File: src/rtl/demux1x2.sv
// demux1x2: registered 1-to-2 stream demultiplexer with valid/ready on every side.
// in_sel = 1 steers the input word to output a, in_sel = 0 to output b.
// Each output is a one-entry register that stalls independently of the other.
// Optional feature macro: DEMUX_COUNT_EN adds 16-bit per-output transfer counters.
module demux1x2 #(
    parameter int unsigned WIDTH = 8
) (
    input  logic             clk,
    input  logic             rst,
    input  logic [WIDTH-1:0] in_data,
    input  logic             in_sel,
    input  logic             in_valid,
    output logic             in_ready,
    output logic [WIDTH-1:0] a_data,
    output logic             a_valid,
    input  logic             a_ready,
    output logic [WIDTH-1:0] b_data,
    output logic             b_valid,
    input  logic             b_ready
`ifdef DEMUX_COUNT_EN
    ,
    output logic [15:0]      a_count,
    output logic [15:0]      b_count
`endif
);

    localparam logic [0:0] EMPTY = 1'b0;
    localparam logic [0:0] FULL  = 1'b1;

    logic [0:0]       a_state;
    logic [0:0]       a_state_nxt;
    logic [0:0]       b_state;
    logic [0:0]       b_state_nxt;
    logic [WIDTH-1:0] a_data_nxt;
    logic [WIDTH-1:0] b_data_nxt;
    logic             in_xfer;
    logic             a_load;
    logic             b_load;
    logic             a_xfer;
    logic             b_xfer;

    assign a_valid = (a_state == FULL);
    assign b_valid = (b_state == FULL);

    // Input is accepted when the selected output is empty or draining this cycle.
    always_comb begin
        in_ready = 1'b0;
        if (in_sel) begin
            in_ready = !a_valid || a_ready;
        end else begin
            in_ready = !b_valid || b_ready;
        end
    end

    // Handshake decode: routing is taken from in_sel in the transfer cycle.
    always_comb begin
        in_xfer = in_valid && in_ready;
        a_load  = in_xfer && in_sel;
        b_load  = in_xfer && !in_sel;
        a_xfer  = a_valid && a_ready;
        b_xfer  = b_valid && b_ready;
    end

    // Next-state and next-data for output a; a full slot with a new load stays full.
    always_comb begin
        a_state_nxt = a_state;
        a_data_nxt  = a_data;
        case (a_state)
            EMPTY: begin
                if (a_load) begin
                    a_state_nxt = FULL;
                end
            end
            FULL: begin
                if (a_xfer && !a_load) begin
                    a_state_nxt = EMPTY;
                end
            end
            default: a_state_nxt = EMPTY;
        endcase
        if (a_load) begin
            a_data_nxt = in_data;
        end
    end

    // Next-state and next-data for output b; mirrors output a.
    always_comb begin
        b_state_nxt = b_state;
        b_data_nxt  = b_data;
        case (b_state)
            EMPTY: begin
                if (b_load) begin
                    b_state_nxt = FULL;
                end
            end
            FULL: begin
                if (b_xfer && !b_load) begin
                    b_state_nxt = EMPTY;
                end
            end
            default: b_state_nxt = EMPTY;
        endcase
        if (b_load) begin
            b_data_nxt = in_data;
        end
    end

    // Output registers; reset discards buffered words and clears payloads.
    always_ff @(posedge clk) begin
        if (rst) begin
            a_state <= EMPTY;
            b_state <= EMPTY;
            a_data  <= '0;
            b_data  <= '0;
        end else begin
            a_state <= a_state_nxt;
            b_state <= b_state_nxt;
            a_data  <= a_data_nxt;
            b_data  <= b_data_nxt;
        end
    end

`ifdef DEMUX_COUNT_EN
    logic [15:0] a_count_nxt;
    logic [15:0] b_count_nxt;

    // Per-output transfer counters, wrapping naturally at 16 bits.
    always_comb begin
        a_count_nxt = a_count;
        b_count_nxt = b_count;
        if (a_xfer) begin
            a_count_nxt = a_count + 16'(1);
        end
        if (b_xfer) begin
            b_count_nxt = b_count + 16'(1);
        end
    end

    // Counter registers.
    always_ff @(posedge clk) begin
        if (rst) begin
            a_count <= '0;
            b_count <= '0;
        end else begin
            a_count <= a_count_nxt;
            b_count <= b_count_nxt;
        end
    end
`endif

endmodule

File: config.mk
export PLATFORM = sky130hd
export DESIGN_NAME = demux1x2
export DESIGN_NICKNAME = d
export VERILOG_FILES = /design/src/rtl/demux1x2.sv
export SDC_FILE = /design/constraint.sdc
export NUM_CORES = 1
export LEC_CHECK = 0
export CORE_ASPECT_RATIO = 1.4
export CORE_MARGIN = 2
export CORE_UTILIZATION = 37
export CTS_CLUSTER_SIZE = 14
export DETAILED_ROUTE_END_ITERATION = 16
export PLACE_DENSITY = 0.74
export RECOVER_POWER = 25
export SYNTH_ARGS = -nofsm -noshare
export SYNTH_HDL_FRONTEND = slang
export SYNTH_SLANG_ARGS = --single-unit
File: constraint.sdc
create_clock -name clk -period 1.1 [get_ports clk]
set_clock_uncertainty 0.2 [all_clocks]
set_input_delay 0.275 -clock clk [delete_from_list [all_inputs] [get_ports clk]]
set_output_delay 0.275 -clock clk [all_outputs]
set_load 0.01 [all_outputs]
==> results of run 1 <==
## where the power goes
part / internal, mW / total (mW) / leakage (nW) / switching [mW]
Combinational: 0.208 / 0.314 / 0.458 / 0.106
Sequential: 0.690 / 0.715 / 0.155 / 0.0250
Clock: 0.202 / 0.414 / 0.0210 / 0.212
## cell families (layout without fill, tap and decap cells)
family / count (synthesis) / after routing / share of synthesized area, %
buffers and inverters: 4 / 52 / 3.84
AND/OR/NAND/NOR: 30 / 30 / 26.9
flip-flops: 18 / 18 / 46.1
multiplexers: 17 / 17 / 21.9
AO/OA/AOI/OAI: 2 / 2 / 1.28
## per-stage QoR
step / area [um2] / cells / setup TNS (ns)
after CTS: 1350 / 138 / -4.08
final: 1370 / 140 / -3.98
after global placement: 1190 / 129 / -14.53
after detailed placement: 1190 / 129 / -14.95
after floorplan: 798 / 71 / -0.221
after global routing: 1370 / 140 / -5.41
## per-layer routing
metal	part of all wire, %	vias to the layer above	track usage, %
li1	-	334	-
met1	41	299	18.5
met2	51	23	26.6
met3	4.9	5	1.23
met4	3.1	0	14.7
met5	0	-	0
## final cells by class
| class | instances | area share, % |
|---|---|---|
| Timing Repair Buffer | 48 | 37.1 |
| Multi-Input combinational cell | 49 | 30.0 |
| Sequential cell | 18 | 28.3 |
| Clock buffer | 4 | 2.65 |
| Tap cell | 21 | 1.92 |
## synth_stat cells
library cell  instances
mux2_2                1
dfxtp_1              18
and3b_1               1
nand3b_1              1
nand2b_1             24
clkbuf_1              2
buf_6                 2
nand3_2               1
mux2i_1              16
a21oi_1               2
and3_1                1
nand2b_4              2
## how the worst max path moves through the flow
stage | endpoint | slack (ns) | cells after the start | startpoint
3_5_place_dp | in_ready | -0.94 | 4 | b_ready
3_3_place_gp | in_ready | -0.93 | 4 | b_ready
2_1_floorplan | in_ready | -0.06 | 2 | b_valid
5_1_grt | in_ready | -0.53 | 3 | b_valid
6_report | in_ready | -0.50 | 3 | b_valid
4_1_cts | in_ready | -0.50 | 3 | b_valid
## worst max-delay path, cell delays in order, from the launching register on
cell and delay (ns):
dfxtp_4 0.37, nand2b_4 0.06, mux2_4 0.28, buf_6 0.12
## sequential cells by signal (all words and copies together) (netlist names)
signal	count
a_data	8
a_valid	1
b_valid	1
b_data	8
## timing repair
action | 4_1_cts | 5_1_grt
pin swaps | 3 | 0
resized for setup | 118 | 1
endpoints found under the setup margin | 37 | 37
setup buffers | 4 | 2
cloned | 1 | 0
## placed cells by master (no fill, tap or decap), drive strengths merged
cell type	instances
a21oi	2
clkdlybuf4s15	1
nand3b	1
bufbuf	1
clkdlybuf4s50	8
and3b	1
and3	1
nand2b	26
mux2i	16
nand3	1
mux2	1
buf	33
dfxtp	18
dlygate4sd2	5
clkbuf	4
==> results.cfg, run 1 <==
[clock_tree]
cts_tree = built
clkLatencyLatePin_ns = 0.29
clk_pin_slew_ns = 0.10
htree_levels = 1
clock_sinks = 18
ctsHoldBuffers = 0
cts_buffers = 3
cts_max_path_buffers = 2
cts_root_buf = clkbuf_4

[synth]
ys_seq_area_share_pct = 46.1
synth_cells = 71
synth-seq-cells = 18
yosysTopAreaCellShare_pct = 46.1
synth-warning-count = 0
synthDistinctLibCells = 12
synthTopCellsByArea = dfxtp_1, mux2i_1, nand2b_1
syn_nets = 85
syn-mean-instance-area_um2 = 11.0
synth_top_cell_by_area = dfxtp_1
syn_area_um2 = 782

[die]
initial_core_util_pct = 39.6
die_y_um = 58.4
ios = 33
row_count = 19
core-area_um2 = 1970
die_area_um2 = 2500
die_x_um = 42.9

[grt]
grt.total_usage_pct = 16.2
grt_max_degree = 14
gr-total-overflow = 0
antenna_found_initial = 0
grt_pass1_vias = 671
grt_pass1_wl_um = 2980

[timing]
hold_ws_ns = 0.189
min_period_ns = 1.60
drv_slew = 0
tightest_slew_ns = 0.265
min_period_over_period_pct = 145
worst_slack_ns = -0.496
hold_violations = 0
finalSetupViolCount = 33
relSlewSlack_pct = 82.3
max_clock_freq_mhz = 627
rsz0062_at_grt = true

[placement]
portBuffers = 32
pre_cts_slack_ns = -0.944
gp_congestion = 0.729

[worst_setup_path]
regToRegSetupSlack_ns = -0.12
rr_worst_depth = 4
crit_arrival_ns = 1.12
critPathKind = reg2out
startpoint_type = flop
r2r-end = a_data[0]
required_ns = 0.62
end_kind = output port
crit_fanout = 4
timing.rr.start = a_valid

[layout]
drive_gt1_share_pct = 52.1
ff_latch_area_um2 = 388
multi_input_area_um2 = 412
area_delta_synth_final_pct = 75.4
fillCellCount = 148
final_util_pct = 69.5
n_antenna_cell = 0
nets = 134

[route]
wire_per_inst_um = 13.2
drtAntennaViolNets = 0
drc = 0
drt-total-wl_um = 1840
drt_first_iter_violations = 4
first_pass_iters = 3
routed_via_density = 4.72
vias = 661

[hold_path]
min_to = b_valid
hold_path_depth = 3
min-delay-start = b_ready
hold_class = in2reg

[pwr]
leakage_nw = 0.635
power.total_mw = 1.44
ir_worst_vdd_mv = 0.791
cellPowerDensity_nw_per_um2 = 1050

[status]
status = finished, violations left
violations = setup timing

[run]
drv_cap = 0
Note: power is estimated with default switching activity, not from simulation.
==> run 2: changes to the inputs <==
--- a/config.mk
+++ b/config.mk
@@ -5,12 +5,13 @@
 export SDC_FILE = /design/constraint.sdc
 export NUM_CORES = 1
 export LEC_CHECK = 0
+export CAP_MARGIN = 20
 export CORE_ASPECT_RATIO = 1.4
 export CORE_MARGIN = 2
 export CORE_UTILIZATION = 37
 export CTS_CLUSTER_SIZE = 14
 export DETAILED_ROUTE_END_ITERATION = 16
-export PLACE_DENSITY = 0.74
+export PLACE_DENSITY = 0.85
 export RECOVER_POWER = 25
 export SYNTH_ARGS = -nofsm -noshare
 export SYNTH_HDL_FRONTEND = slang
==> results.cfg, run 2 (synthesized netlist as in run 1, its figures left out) <==
[timing]
relSlewSlack_pct = 81.6
min_period_over_period_pct = 144
drv_slew = 0
min_period_ns = 1.58
tightest_slew_ns = 0.275
worst_slack_ns = -0.480
finalSetupViolCount = 36
hold_violations = 0
max_clock_freq_mhz = 633
rsz0062_at_grt = true

[clock_tree]
clock_sinks = 18
cts_root_buf = clkbuf_4
htree_levels = 1
cts_max_path_buffers = 2
cts_buffers = 3
cts_tree = built
clkLatencyLatePin_ns = 0.29
clk_pin_slew_ns = 0.10

[die]
initial_core_util_pct = 39.6
die_area_um2 = 2500
die_x_um = 42.9
die_y_um = 58.4
ios = 33
core-area_um2 = 1970
row_count = 19

[pwr]
switching_power_mw = 0.327
seqPwrFrac_pct = 53.5
ir_worst_vdd_mv = 0.663
p_sw_share_pct = 24.5
cellPowerDensity_nw_per_um2 = 1020
leakage_nw = 0.601
power.internal_mw = 1.01
pwr-share-clk_pct = 24.8
p_comb_share_pct = 21.7
power.total_mw = 1.34

[route]
wire_per_inst_um = 12.0
routed_via_density = 4.81
drt_first_iter_violations = 2
drt-total-wl_um = 1670
drc = 0
drtAntennaViolNets = 0
vias = 669
first_pass_iters = 3

[layout]
most-common-layout-cells = nand2b_1, buf_6, mux2i_1, dfxtp_2, buf_4
mostFrequentLayoutCell = nand2b_1
nets = 133
drive_gt1_share_pct = 52.5
finalNonFillerCells = 139
n_antenna_cell = 0
fillCellCount = 163
reg.largest.list = a_data x8, b_data x8
area_delta_synth_final_pct = 68.3

[grt]
grt_pass1_vias = 623
grt_max_degree = 13
grt_pass1_wl_um = 2630
grt.total_usage_pct = 13.9
gr-total-overflow = 0
antenna_found_initial = 0

[worst_setup_path]
end_kind = output port
timing.rr.start = b_valid
required_ns = 0.62
crit_arrival_ns = 1.11
path_cells = nand2b_4, mux2_4, buf_6
critPathKind = reg2out
worstSetupStartpoint = b_valid
path_buf_inv = 1
startpoint_type = flop
crit_family = flip-flops
cp_slowest_stage_delay_ns = 0.37
crit_fanout = 2
cp_slowest_cell = dfxtp_4

[placement]
dp_hpwl_um = 1150
dp_cells = 128
portBuffers = 32
gp_congestion = 0.722

[run]
drv_cap = 0

[hold_path]
min-delay-start = b_data[3]
hold_class = reg2reg

[status]
violations = setup timing
status = finished, violations left
==> run 2: layer usage <==
layer	vias up	track usage [%]	part of all wire [%]
met5	-	0	0
met4	0	9.82	3.1
met3	6	3.99	8.1
met2	27	22.1	49
met1	307	15.7	40
li1	329	-	-
==> run 2: area by class of cell <==
type | count | area, um2 | share of cell area (%)
Clock buffer | 3 | 22.5 | 1.71
Clock inverter | 1 | 3.75 | 0.285
Multi-Input combinational cell | 49 | 413 | 31.4
Sequential cell | 18 | 388 | 29.5
Tap cell | 21 | 26.3 | 2.00
Timing Repair Buffer | 47 | 463 | 35.2
==> run 2: power groups by stage <==
stage	sequential (mW)	clock, mW	combinational [mW]
6_report	0.715	0.332	0.291
2_1_floorplan	0.734	0	0.102
3_5_place_dp	0.718	0	0.265
5_1_grt	0.721	0.361	0.311
3_3_place_gp	0.718	0	0.261
4_1_cts	0.715	0.341	0.278
==> run 2: worst paths after layout <==
check                                 end  slack [ns]  depth (start not counted)
worst min-delay path            b_data[3]        0.28                          2
worst max register to register  b_data[4]       -0.28                          5
worst min register to register  b_data[3]        0.28                          2
worst max-delay path             in_ready       -0.48                          3
==> run 2: worst reg2reg max path, stage by stage (launching register included) <==
cell	delay, ns
dfxtp_4	0.37
nand2b_4	0.06
buf_4	0.10
buf_6	0.08
and3b_2	0.28
mux2i_1	0.21
==> run 2: what timing repair did <==
item | in CTS | in global routing
hold buffers | 0 | 0
setup buffers | 4 | 5
cloned | 1 | 0
pin swaps | 2 | 1
endpoints found under the setup margin | 37 | 37
resized for setup | 119 | 5
==> run 2: stage by stage <==
stage          instance area, um2  setup WS [ns]  hold WS (ns)  TNS (ns)  utilization, %
2_1_floorplan                 798        -0.0602         0.251    -0.221               -
3_3_place_gp                 1170         -0.921         0.259    -14.77            59.5
3_5_place_dp                 1170         -0.932         0.259    -15.24            59.5
4_1_cts                      1270         -0.483         0.273     -4.74            64.3
5_1_grt                      1320         -0.518         0.297     -6.90            66.7
6_report                     1320         -0.480         0.282     -5.46            66.7
==> run 3: changes to the inputs <==
--- a/config.mk
+++ b/config.mk
@@ -11,6 +11,7 @@
 export CORE_UTILIZATION = 37
 export CTS_CLUSTER_SIZE = 14
 export DETAILED_ROUTE_END_ITERATION = 16
+export HOLD_SLACK_MARGIN = 0.12
 export PLACE_DENSITY = 0.85
 export RECOVER_POWER = 25
 export SYNTH_ARGS = -nofsm -noshare
==> results of run 3 <==
Same layout as run 2: the final DEF is identical, and so are final timing and power.
